`config.mk`:
```
export PLATFORM = sky130hd
export DESIGN_NAME = btn_pulse_gen
export DESIGN_NICKNAME = d
export VERILOG_FILES = /design/src/rtl/btn_pulse_gen.sv
export SDC_FILE = /design/constraint.sdc
export NUM_CORES = 1
export LEC_CHECK = 0
export ABC_AREA = 1
export BUFFER_PORTS_ARGS = -buffer_cell sky130_fd_sc_hd__buf_4
export CELL_PAD_IN_SITES_DETAIL_PLACEMENT = 1
export CELL_PAD_IN_SITES_GLOBAL_PLACEMENT = 1
export CORE_MARGIN = 1.5
export CORE_UTILIZATION = 40
export DETAILED_ROUTE_END_ITERATION = 8
export PLACE_DENSITY_LB_ADDON = 0.3
export SYNTH_ARGS = -nofsm -noshare
export SYNTH_HDL_FRONTEND = slang
export SYNTH_SLANG_ARGS = --single-unit
```
`constraint.sdc`:
```
create_clock -name clk -period 1.2 [get_ports clk]
set_input_delay 0.24 -clock clk [delete_from_list [all_inputs] [get_ports clk]]
set_output_delay 0.24 -clock clk [all_outputs]
set_load 0.01 [all_outputs]
```
`src/rtl/btn_pulse_gen.sv`:
```
// Button conditioner: 2-FF synchronizer, debounce counter and a 4-state FSM that
// emit a one-cycle press pulse plus a debounced level. Define AUTO_REPEAT_EN for hold-to-repeat.
module btn_pulse_gen #(
    parameter int DEB_CYCLES    = 50000,
    parameter int CNT_W         = 16,
    parameter int REPEAT_DELAY  = 50000000,
    parameter int REPEAT_PERIOD = 10000000,
    parameter int RPT_W         = 26
) (
    input  logic clk,
    input  logic rst,
    input  logic btn_in,
    output logic pulse_out,
    output logic btn_level
);

    typedef enum logic [1:0] {
        IDLE,
        DEB_PRESS,
        HELD,
        DEB_RELEASE
    } state_t;

    localparam logic [CNT_W-1:0] LP_DEB_LAST = CNT_W'(DEB_CYCLES - 1);

    // Reject parameter sets that would let a counter wrap or a window collapse.
    if (DEB_CYCLES < 2) begin : g_badDebCycles
        $error("btn_pulse_gen: DEB_CYCLES must be 2 or more");
    end
    if ((64'd1 << CNT_W) <= 64'(DEB_CYCLES)) begin : g_badCntW
        $error("btn_pulse_gen: CNT_W too narrow for DEB_CYCLES");
    end
    if (REPEAT_DELAY < 1 || REPEAT_PERIOD < 1) begin : g_badRepeat
        $error("btn_pulse_gen: REPEAT_DELAY and REPEAT_PERIOD must be positive");
    end
    if ((64'd1 << RPT_W) <= 64'(REPEAT_DELAY) || (64'd1 << RPT_W) <= 64'(REPEAT_PERIOD)) begin : g_badRptW
        $error("btn_pulse_gen: RPT_W too narrow for repeat timing");
    end

    logic             r_sync1;
    logic             r_sync2;
    state_t           r_state;
    state_t           w_nextState;
    logic [CNT_W-1:0] r_cnt;
    logic [CNT_W-1:0] w_cntNext;
    logic             r_pulse;
    logic             r_level;
    logic             w_pulseNext;
    logic             w_levelNext;
    logic             w_pressDone;
    logic             w_releaseDone;
    logic             w_rptFire;

    always_ff @(posedge clk or negedge rst) begin
        if (!rst) begin
            r_sync1 <= 1'b0;
            r_sync2 <= 1'b0;
        end else begin
            r_sync1 <= btn_in;
            r_sync2 <= r_sync1;
        end
    end

    always_ff @(posedge clk or negedge rst) begin
        if (!rst) begin
            r_state <= IDLE;
            r_cnt   <= '0;
        end else begin
            r_state <= w_nextState;
            r_cnt   <= w_cntNext;
        end
    end

    // A sample that disagrees with the debounce direction drops back and restarts the window.
    always_comb begin
        w_nextState = r_state;
        w_cntNext   = r_cnt;
        case (r_state)
            IDLE: begin
                if (r_sync2) begin
                    w_nextState = DEB_PRESS;
                    w_cntNext   = '0;
                end
            end
            DEB_PRESS: begin
                if (!r_sync2) begin
                    w_nextState = IDLE;
                end else if (r_cnt == LP_DEB_LAST) begin
                    w_nextState = HELD;
                end else begin
                    w_cntNext = r_cnt + CNT_W'(1);
                end
            end
            HELD: begin
                if (!r_sync2) begin
                    w_nextState = DEB_RELEASE;
                    w_cntNext   = '0;
                end
            end
            DEB_RELEASE: begin
                if (r_sync2) begin
                    w_nextState = HELD;
                end else if (r_cnt == LP_DEB_LAST) begin
                    w_nextState = IDLE;
                end else begin
                    w_cntNext = r_cnt + CNT_W'(1);
                end
            end
            default: begin
                w_nextState = IDLE;
                w_cntNext   = '0;
            end
        endcase
    end

    assign w_pressDone   = (r_state == DEB_PRESS)   &&  r_sync2 && (r_cnt == LP_DEB_LAST);
    assign w_releaseDone = (r_state == DEB_RELEASE) && !r_sync2 && (r_cnt == LP_DEB_LAST);

    always_comb begin
        w_pulseNext = w_pressDone | w_rptFire;
        w_levelNext = r_level;
        if (w_pressDone) begin
            w_levelNext = 1'b1;
        end else if (w_releaseDone) begin
            w_levelNext = 1'b0;
        end
    end

    always_ff @(posedge clk or negedge rst) begin
        if (!rst) begin
            r_pulse <= 1'b0;
            r_level <= 1'b0;
        end else begin
            r_pulse <= w_pulseNext;
            r_level <= w_levelNext;
        end
    end

`ifdef AUTO_REPEAT_EN
    localparam logic [RPT_W-1:0] LP_DELAY_LAST  = RPT_W'(REPEAT_DELAY - 1);
    localparam logic [RPT_W-1:0] LP_PERIOD_LAST = RPT_W'(REPEAT_PERIOD - 1);

    logic [RPT_W-1:0] r_rptCnt;
    logic [RPT_W-1:0] w_rptCntNext;
    logic             r_rptPeriodic;
    logic             w_rptPeriodicNext;

    // The first repeat waits the long delay; later ones use the shorter period.
    // Only counts on edges that stay in HELD, so the press pulse can never coincide.
    always_comb begin
        w_rptFire         = 1'b0;
        w_rptCntNext      = '0;
        w_rptPeriodicNext = 1'b0;
        if (r_state == HELD && w_nextState == HELD) begin
            if (r_rptCnt == (r_rptPeriodic ? LP_PERIOD_LAST : LP_DELAY_LAST)) begin
                w_rptFire         = 1'b1;
                w_rptPeriodicNext = 1'b1;
            end else begin
                w_rptCntNext      = r_rptCnt + RPT_W'(1);
                w_rptPeriodicNext = r_rptPeriodic;
            end
        end
    end

    always_ff @(posedge clk or negedge rst) begin
        if (!rst) begin
            r_rptCnt      <= '0;
            r_rptPeriodic <= 1'b0;
        end else begin
            r_rptCnt      <= w_rptCntNext;
            r_rptPeriodic <= w_rptPeriodicNext;
        end
    end
`else
    assign w_rptFire = 1'b0;
`endif

    assign pulse_out = r_pulse;
    assign btn_level = r_level;

endmodule

```
==> flow_summary.yaml, run 1 <==
synthesis:
  yosysSeqAreaShare_pct: 41.9
  yosys_warnings: 0
  synth_flop_cell: "dfrtp_1"
  synth_top_area_share_pct: 41.9
  syn-num-nets: 180
  syn_inst: 176
  synthTopCellsByArea: "dfrtp_1 (42%), nand2_1 (20%), nor2_1 (6.6%)"
  yosys.cell_types.count: 24
  syn_area_um2: 1310
  synth_most_common_cell: "nand2_1"
  ys_async_sr_fraction_pct: 100
  synth_area_per_cell_um2: 7.46
  synthTopCellsByCount: "nand2_1 (69), nor2_1 (23), dfrtp_1 (22)"
  ys_ff_latch: 22
  synth_edf_count: 0
  synth_top_area_cell: "dfrtp_1"
critical_path:
  max_stage_delay_ps: 440
  cp-end-kind: "flop"
  cpMaxStageDelayCell: "dfrtp_1"
  path_buf_inv: 2
  crit_family: "flip-flops"
  arrival_ps: 1880
  critPathLaunchType: "flop"
  cp_max_fo: 7
  crit_type: "flop to flop"
  path_common_cell: "nand3_4"
  worstPathCellList: "ha_4, nand3_4, nor2_4, buf_6, nand3_4, buf_4, a21oi_1"
  crit_required_ps: 1480
die:
  die_w_um: 60.3
  io_pins: 5
  rows: 20
  dieArea_um2: 3630
  core_area_um2: 3080
  dieHeight_um: 60.3
  start_util_pct: 42.6
outcome:
  violations: "negative setup slack"
  status: "complete, but fails checks"
global_route:
  grt_pass1_vias: 1656
  grt_pass1_wl_um: 8630
  grt_antenna_before_repair: 0
  grt_max_degree: 23
  track_usage_pct: 34.2
  grt_overflow: 0
detailed_routing:
  drt-met1-wl_um: 2570
  drtIter0Drc: 128
  wire_per_inst_um: 23.7
  drc: 0
  route.top_layer_used: "met4"
  met3_length_um: 378
  drt_pass1_iterations: 4
  via_count: 1571
  vias_per_cell: 5.63
  antenna_left: 0
  met2_wirelength_um: 3360
  wl_um: 6620
layout:
  final_util_pct: 66.5
  fin_nets: 240
  diodes: 0
  drive_above_1_share_pct: 48.5
  final_cells: 279
  areaGrowthSynthToFinish_pct: 55.9
  num-fill-cells: 384
  postLayoutCellArea_um2: 2050
timing:
  whs_ps: 304
  finClkSkew_ps: 19.1
  finalSetupViolCount: 20
  worst_pin_slew_ps: 317
  rsz0062_at_grt: "true"
  post-route-period-util_pct: 133
  drv_slew: 0
  setup_tns_ps: -6440
  slew_headroom_pct: 78.9
  fin_ws_ps: -396
  min_period_ps: 1600
  clock.fmax_ghz: 0.627
  hold_viol: 0
clocking:
  root_buffer: "clkbuf_4"
  cts.reportedPaths.clkPinSlew_ps: 170
  cts_buffer_depth: 2
  clkLatencyLatePin_ps: 350
  cts_tree: "built"
  htreeDepth: 1
  cts_inserted_buffers: 3
  cts.sinks: 22
place:
  place_area_um2: 1690
  placed_cells: 261
  dp_hpwl_um: 3190
  place.gp.congestion: 0.822
  dpl_worst_slack_ps: -463
  io_buffer_count: 4
hold_path:
  hp-class: "input port to async pin"
job:
  maxCapViolCount: 0
power:
  power_density_nw_per_um2: 714
  ir_worst_vdd_v: 0.000730
  cellLeakagePower_nw: 1.00
  power_mw: 1.46
==> cells by family (layout without fill, tap and decap cells) <==
kind of cell,count (synthesis),count (layout),synth area share (%)
and+or+nand+nor,120,122,42.0
DFF,22,22,41.9
buffers and inverters,20,77,6.96
AOI/OAI and AO/OA,9,9,4.86
xor gates and xnor gates,4,4,3.24
adders and majority gates,1,1,0.953
==> power breakdown <==
group          leakage [nW]  total [mW]  switching, mW  internal, mW
combinational         0.687       0.196          0.111        0.0847
sequential            0.297       0.779         0.0206         0.759
clock                0.0210       0.485          0.299         0.186
total                  1.00        1.46          0.430          1.03
==> layout by cell type, fill, tap and decap left out, drive strengths merged <==
master | Yosys | final
dlygate4sd3 | 0 | 2
o21bai | 6 | 6
nand2 | 72 | 74
nor2 | 26 | 26
xnor2 | 1 | 1
ha | 1 | 1
clkbuf | 0 | 4
xor2 | 3 | 3
inv | 16 | 17
dfrtp | 22 | 22
a21oi | 2 | 2
nand4 | 5 | 5
buf | 3 | 54
o21ai | 1 | 1
nand3 | 17 | 17
==> final timing paths <==
kind                       slack [ps]                  from                    to  depth (start not counted)
max                              -400  r_cnt[0]$_DFFE_PN0P_                  flop                          7
min                               300                   rst     r_sync1$_DFF_PN0_                          2
max reg2reg                      -400  r_cnt[0]$_DFFE_PN0P_                  flop                          7
min reg2reg                       410     r_sync1$_DFF_PN0_     r_sync2$_DFF_PN0_                          0
max in group asynchronous         630                   rst  r_cnt[5]$_DFFE_PN0P_                          2
min in group clk                  410     r_sync1$_DFF_PN0_     r_sync2$_DFF_PN0_                          0
==> worst reg2reg max path, delay by kind of cell, from the launching register on <==
kind / cells / cell delay, ps
simple gates: 3 / 420
compound gates: 1 / 170
fa+ha+maj: 1 / 180
buf+inv: 2 / 320
flops: 1 / 440
==> what timing repair did <==
action                                  in CTS  in global routing
pin swaps                                   12                 21
hold buffers                                 1                  1
gates resized for setup                     19                 32
endpoints found under the setup margin      20                 20
setup buffers                                5                  5
cloned                                       2                  0
endpoints found under the hold margin       22                  1
==> state kept, by name, summed over array words and instances (netlist names), named ones only <==
register / cells
r_cnt: 16
pulse_out: 1
r_sync1: 1
r_sync2: 1
r_state: 1
btn_level: 1
==> per-layer routing <==
metal | up-vias | GRT usage [%]
met2 | 76 | 59.8
met3 | 28 | 5.19
li1 | 673 | -
met1 | 794 | 40.3
met5 | - | 0
met4 | 0 | 16.8
==> layout make-up <==
cell class | count | area (um^2) | area share, %
well taps | 44 | 55.1 | 2.69
multi-input cells | 136 | 886 | 43.3
flip-flops and latches | 22 | 552 | 27.0
repair buffers | 56 | 453 | 22.1
inverters | 17 | 63.8 | 3.12
clock buffers | 4 | 36.3 | 1.77
(Power assumes the default switching activity.)
==> run 2: changes to the inputs <==
Settings changed: ABC_AREA 1 to default, CORE_UTILIZATION 40 to 42.
==> flow_summary.yaml, run 2 <==
job:
  maxCapViolCount: 0
detailed_routing:
  drc: 0
  drt_pass1_iterations: 4
  via_count: 1266
  vias_per_cell: 6.66
  drtIter0Drc: 68
  antenna_left: 0
  wl_um: 4930
  wire_per_inst_um: 25.9
die:
  core_area_um2: 2520
  io_pins: 5
  die_w_um: 55.2
  start_util_pct: 45.4
  rows: 18
  dieArea_um2: 3050
  dieHeight_um: 55.2
clocking:
  cts.sinks: 22
  clkLatencyLatePin_ps: 320
  cts.reportedPaths.clkPinSlew_ps: 140
  cts_tree: "built"
  cts_inserted_buffers: 3
  htreeDepth: 1
  cts_buffer_depth: 2
  root_buffer: "clkbuf_4"
synthesis:
  synth_top_area_cell: "dfrtp_1"
  syn_inst: 115
  synthTopCellsByCount: "dfrtp_1 (22), nand2_1 (17), o21ai_0 (8)"
  synth_area_per_cell_um2: 9.97
  synth_flop_cell: "dfrtp_1"
  yosys_warnings: 0
  yosysSeqAreaShare_pct: 48.0
  syn-num-nets: 119
  synth_edf_count: 0
  ys_async_sr_fraction_pct: 100
  synthTopCellsByArea: "dfrtp_1 (48%), nand2_1 (5.6%), a31oi_1 (3.8%)"
  ys_ff_latch: 22
  synth_top_area_share_pct: 48.0
  syn_area_um2: 1150
  synth_most_common_cell: "dfrtp_1"
  yosys.cell_types.count: 34
global_route:
  grt_max_degree: 23
  grt_pass1_vias: 1364
  track_usage_pct: 30.6
  grt_overflow: 0
  grt_pass1_wl_um: 7290
  grt_antenna_before_repair: 0
critical_path:
  cp-end-kind: "flop"
  critPathLaunchType: "flop"
  cp_max_fo: 4
  crit_required_ps: 1390
  crit_type: "flop to flop"
  r2r_cells: 4
  arrival_ps: 2190
layout:
  largest_reg_flops: 16
  layout_common_cells: "buf_4 (38), dfrtp_1 (22), nand2_1 (16), o21ai_1 (7)"
  areaGrowthSynthToFinish_pct: 50.3
  fin_nets: 165
  postLayoutCellArea_um2: 1720
  drive_above_1_share_pct: 47.5
  largest-register: "r_cnt"
  final_common_cell: "buf_4"
  diodes: 0
power:
  cellLeakagePower_nw: 0.757
  ir_worst_vdd_v: 0.000786
  power_density_nw_per_um2: 851
timing:
  worst_pin_slew_ps: 391
  fin_ws_ps: -807
  whs_ps: 19.3
  clock.fmax_ghz: 0.498
  drv_slew: 0
  slew_headroom_pct: 73.8
  finalSetupViolCount: 20
  setup_tns_ps: -14790
  rsz0062_at_grt: "true"
  min_period_ps: 2010
  post-route-period-util_pct: 167
  hold_viol: 0
  finClkSkew_ps: 1.10
place:
  dp_hpwl_um: 2430
  place_area_um2: 1450
  io_buffer_count: 4
  place.gp.congestion: 0.835
  dpl_worst_slack_ps: -699
hold_path:
  whs_path_depth: 1
  hp-class: "input port to flop"
outcome:
  status: "complete, but fails checks"
  violations: "negative setup slack"
-- run 2: cell count changes in the layout (fill, tap and decap cells not counted), moves of 6 or more --
cell,previous run,this run
o21ai_1,1,7
nor2_4,8,1
nand2_2,21,1
buf_4,49,38
inv_1,15,2
nand3_2,9,0
a31oi_4,0,6
o21bai_1,6,0
nand2_1,47,16
nor2_1,14,4
-- run 2: final cells by class --
cell class / instances / area (um^2)
clock buffer: 4 / 36.3
fill: 281 / 800
inverter: 3 / 18.8
multi-input combinational: 88 / 731
sequential: 22 / 551
tap: 30 / 37.5
timing repair buffer: 42 / 338
timing repair inverter: 1 / 11.3
-- run 2: kinds of logic (layout without fill, tap and decap cells) --
kind of cell    count (synthesis)  after routing  share of synthesized area (%)
xor+xnor                        1              1                           1.42
simple gates                   50             51                           25.9
flops                          22             22                           48.0
buf+inv                         6             50                           3.17
compound gates                 35             35                           20.4
fa+ha+maj                       1              1                           1.09
-- run 2: critical path, cell delays in order (launching register included) --
cell and delay [ps]:
dfrtp_1 430, or4b_4 590, or4_4 510, o21ai_0 180, o21ai_0 160
-- run 2: timing repair --
action,CTS,global route
gates resized for setup,11,21
pin swaps,1,3
endpoints found under the hold margin,22,0
setup buffers,4,2
cloned,2,0
setup endpoints to repair,20,20
hold buffers,1,0
-- run 2: final timing paths --
path / slack [ps] / end / start
worst max register to register: -810 / btn_level$_DFFE_PN0P_ / r_cnt[13]$_DFFE_PN0P_
max in group asynchronous: 580 / async pin / rst
worst min register to register: 380 / r_sync2$_DFF_PN0_ / r_sync1$_DFF_PN0_
worst max-delay path: -810 / btn_level$_DFFE_PN0P_ / r_cnt[13]$_DFFE_PN0P_
min in group asynchronous: 390 / r_cnt[9]$_DFFE_PN0P_ / rst
worst min-delay path: 20 / r_sync1$_DFF_PN0_ / btn_in
-- run 2: per-layer routing --
| layer | vias up | wire length [um] | GRT usage [%] |
|---|---|---|---|
| li1 | 525 | - | - |
| met4 | 0 | 299 | 13.9 |
| met1 | 632 | 2020 | 39.4 |
| met3 | 32 | 303 | 5.85 |
| met2 | 77 | 2310 | 49.8 |
| met5 | - | 0 | 0 |
-- run 2: per-stage QoR --
step	power (mW)	cells	util, %
after global placement	0.970	177	57.5
after CTS	1.41	188	63.5
after floorplan	0.876	115	-
final	1.47	190	68.3
after detailed placement	0.983	177	57.5
after global routing	1.51	190	68.3
-- run 2: report_power, final --
part / internal, mW / switching, mW / total, mW
clock: 0.186 / 0.262 / 0.447
sequential: 0.767 / 0.0272 / 0.794
combinational: 0.0969 / 0.129 / 0.226
total: 1.05 / 0.418 / 1.47
==> run 3: changes to the inputs <==
--- a/config.mk
+++ b/config.mk
@@ -11,4 +11,5 @@
 export CORE_MARGIN = 1.5
 export CORE_UTILIZATION = 42
+export CTS_BUF_LIST = sky130_fd_sc_hd__clkbuf_4 sky130_fd_sc_hd__clkbuf_8 sky130_fd_sc_hd__clkbuf_16
 export DETAILED_ROUTE_END_ITERATION = 8
 export PLACE_DENSITY_LB_ADDON = 0.3
==> constraint.sdc (replaced) <==
create_clock -name clk -period 1.2 [get_ports clk]
set_input_delay 0.24 -clock clk [delete_from_list [all_inputs] [get_ports clk]]
set_output_delay 0.24 -clock clk [all_outputs]
set_load 0.1 [all_outputs]
==> flow_summary.yaml, run 3 (synthesized netlist as in run 2, its figures left out) <==
power:
  p_clk_share_pct: 30.3
  switching_share_pct: 28.5
  p_int_mw: 1.05
  ir_worst_vdd_v: 0.000994
  cellLeakagePower_nw: 0.771
  pwr-share-seq_pct: 53.9
  p_comb_share_pct: 15.8
  power_density_nw_per_um2: 825
  power_mw: 1.47
  p_sw_uw: 419
detailed_routing:
  drc: 0
  wl_um: 4800
  wire_per_inst_um: 25.1
  antenna_left: 0
  drt_pass1_iterations: 4
  via_count: 1242
  drtIter0Drc: 31
  vias_per_cell: 6.50
die:
  io_pins: 5
  core_area_um2: 2520
  die_w_um: 55.2
  rows: 18
  dieHeight_um: 55.2
  dieArea_um2: 3050
  start_util_pct: 45.4
clocking:
  cts_inserted_buffers: 3
  cts.reportedPaths.clkPinSlew_ps: 140
  clkLatencyLatePin_ps: 320
  cts.sinks: 22
  cts_buffer_depth: 2
  root_buffer: "clkbuf_4"
  htreeDepth: 1
  cts_tree: "built"
global_route:
  grt_overflow: 0
  grt_max_degree: 23
  grt_pass1_wl_um: 6910
  grt_antenna_before_repair: 0
  track_usage_pct: 28.6
  grt_pass1_vias: 1359
timing:
  finClkSkew_ps: 2.53
  post-route-period-util_pct: 165
  whs_ps: 20.0
  min_period_ps: 1980
  drv_slew: 0
  fin_ws_ps: -776
  worst_pin_slew_ps: 316
  slew_headroom_pct: 78.8
  rsz0062_at_grt: "true"
  clock.fmax_ghz: 0.506
  finalSetupViolCount: 21
  hold_viol: 0
critical_path:
  arrival_ps: 2240
  cp_max_fo: 4
  crit_type: "flop to flop"
  cp-startpoint: "r_cnt[13]$_DFFE_PN0P_"
  r2r_cells: 6
  rr_endpoint: "r_cnt[2]$_DFFE_PN0P_"
  r2r_start: "r_cnt[13]$_DFFE_PN0P_"
  cp-end-kind: "flop"
  ff2ff_setup_slack_ps: -780
  critPathLaunchType: "flop"
  crit_required_ps: 1460
layout:
  drive_above_1_share_pct: 49.1
  fin_nets: 166
  diodes: 0
  layout_common_cells: "buf_4 (39), dfrtp_1 (22), nand2_1 (17)"
  final_util_pct: 70.6
  areaGrowthSynthToFinish_pct: 55.5
  largest-register: "r_cnt"
  largest_reg_flops: 16
  final_common_cell: "buf_4"
  num-fill-cells: 259
place:
  dpl_worst_slack_ps: -699
  dp_hpwl_um: 2430
  io_buffer_count: 4
  place.gp.congestion: 0.835
job:
  maxCapViolCount: 0
hold_path:
  hp-class: "input port to flop"
  worstHoldStart: "btn_in"
  whs_path_depth: 1
  min_to: "r_sync1$_DFF_PN0_"
outcome:
  violations: "negative setup slack"
  status: "complete, but fails checks"
[run 3: cell types whose count changed in the layout (fill, tap and decap cells not counted), sizes merged]
cell | previous run | this run
buf | 41 | 42
[run 3: final cells by class]
| cell class | instances | area [um^2] | share of cell area (%) |
|---|---|---|---|
| clock buffer | 4 | 36.3 | 2.04 |
| sequential | 22 | 551 | 30.9 |
| inverter | 3 | 18.8 | 1.05 |
| tap | 30 | 37.5 | 2.11 |
| multi-input combinational | 88 | 769 | 43.2 |
| timing repair inverter | 1 | 11.3 | 0.632 |
| timing repair buffer | 43 | 358 | 20.1 |
[run 3: worst max path at each step]
stage | to | slack (ps) | cells past startpoint
floorplan | r_cnt[10]$_DFFE_PN0P_ | -590 | 5
global placement | r_cnt[7]$_DFFE_PN0P_ | -630 | 5
global route | r_cnt[2]$_DFFE_PN0P_ | -860 | 7
detailed placement | r_cnt[10]$_DFFE_PN0P_ | -700 | 7
finish | r_cnt[2]$_DFFE_PN0P_ | -780 | 6
CTS | r_cnt[2]$_DFFE_PN0P_ | -690 | 6
[run 3: worst max-delay path, stage by stage, from the launching register on]
cell	delay, ps
dfrtp_1	420
or4b_4	580
or4_4	500
buf_4	170
nand2_4	70
a21oi_1	70
o21ai_1	80
[run 3: repair_timing]
action / in CTS / in global routing
hold buffers: 1 / 0
gates resized for setup: 12 / 29
setup endpoints to repair: 21 / 22
hold endpoints to repair: 22 / 0
pin swaps: 1 / 3
cloned: 2 / 0
setup buffers: 4 / 3
[run 3: power by group through the flow]
| stage | logic [mW] | clock network [mW] | registers (mW) |
|---|---|---|---|
| after floorplan | 0.0726 | 0 | 0.804 |
| after global placement | 0.171 | 0 | 0.799 |
| after detailed placement | 0.182 | 0 | 0.801 |
| after CTS | 0.197 | 0.430 | 0.787 |
| after global routing | 0.248 | 0.472 | 0.794 |
| final | 0.232 | 0.446 | 0.792 |
[run 3: routing by layer]
layer | vias up | GRT usage, % | wire length, um
li1 | 525 | - | -
met1 | 643 | 35.3 | 1960
met2 | 49 | 48.1 | 2380
met3 | 25 | 6.09 | 203
met4 | 0 | 12.2 | 248
met5 | - | 0 | 0
[run 3: through the flow]
stage | setup TNS [ps] | instance area, um^2 | cells
4_1_cts | -12650 | 1610 | 188
2_1_floorplan | -10740 | 1160 | 115
6_report | -14340 | 1780 | 191
3_5_place_dp | -11990 | 1450 | 177
5_1_grt | -15350 | 1780 | 191
3_3_place_gp | -11300 | 1450 | 177
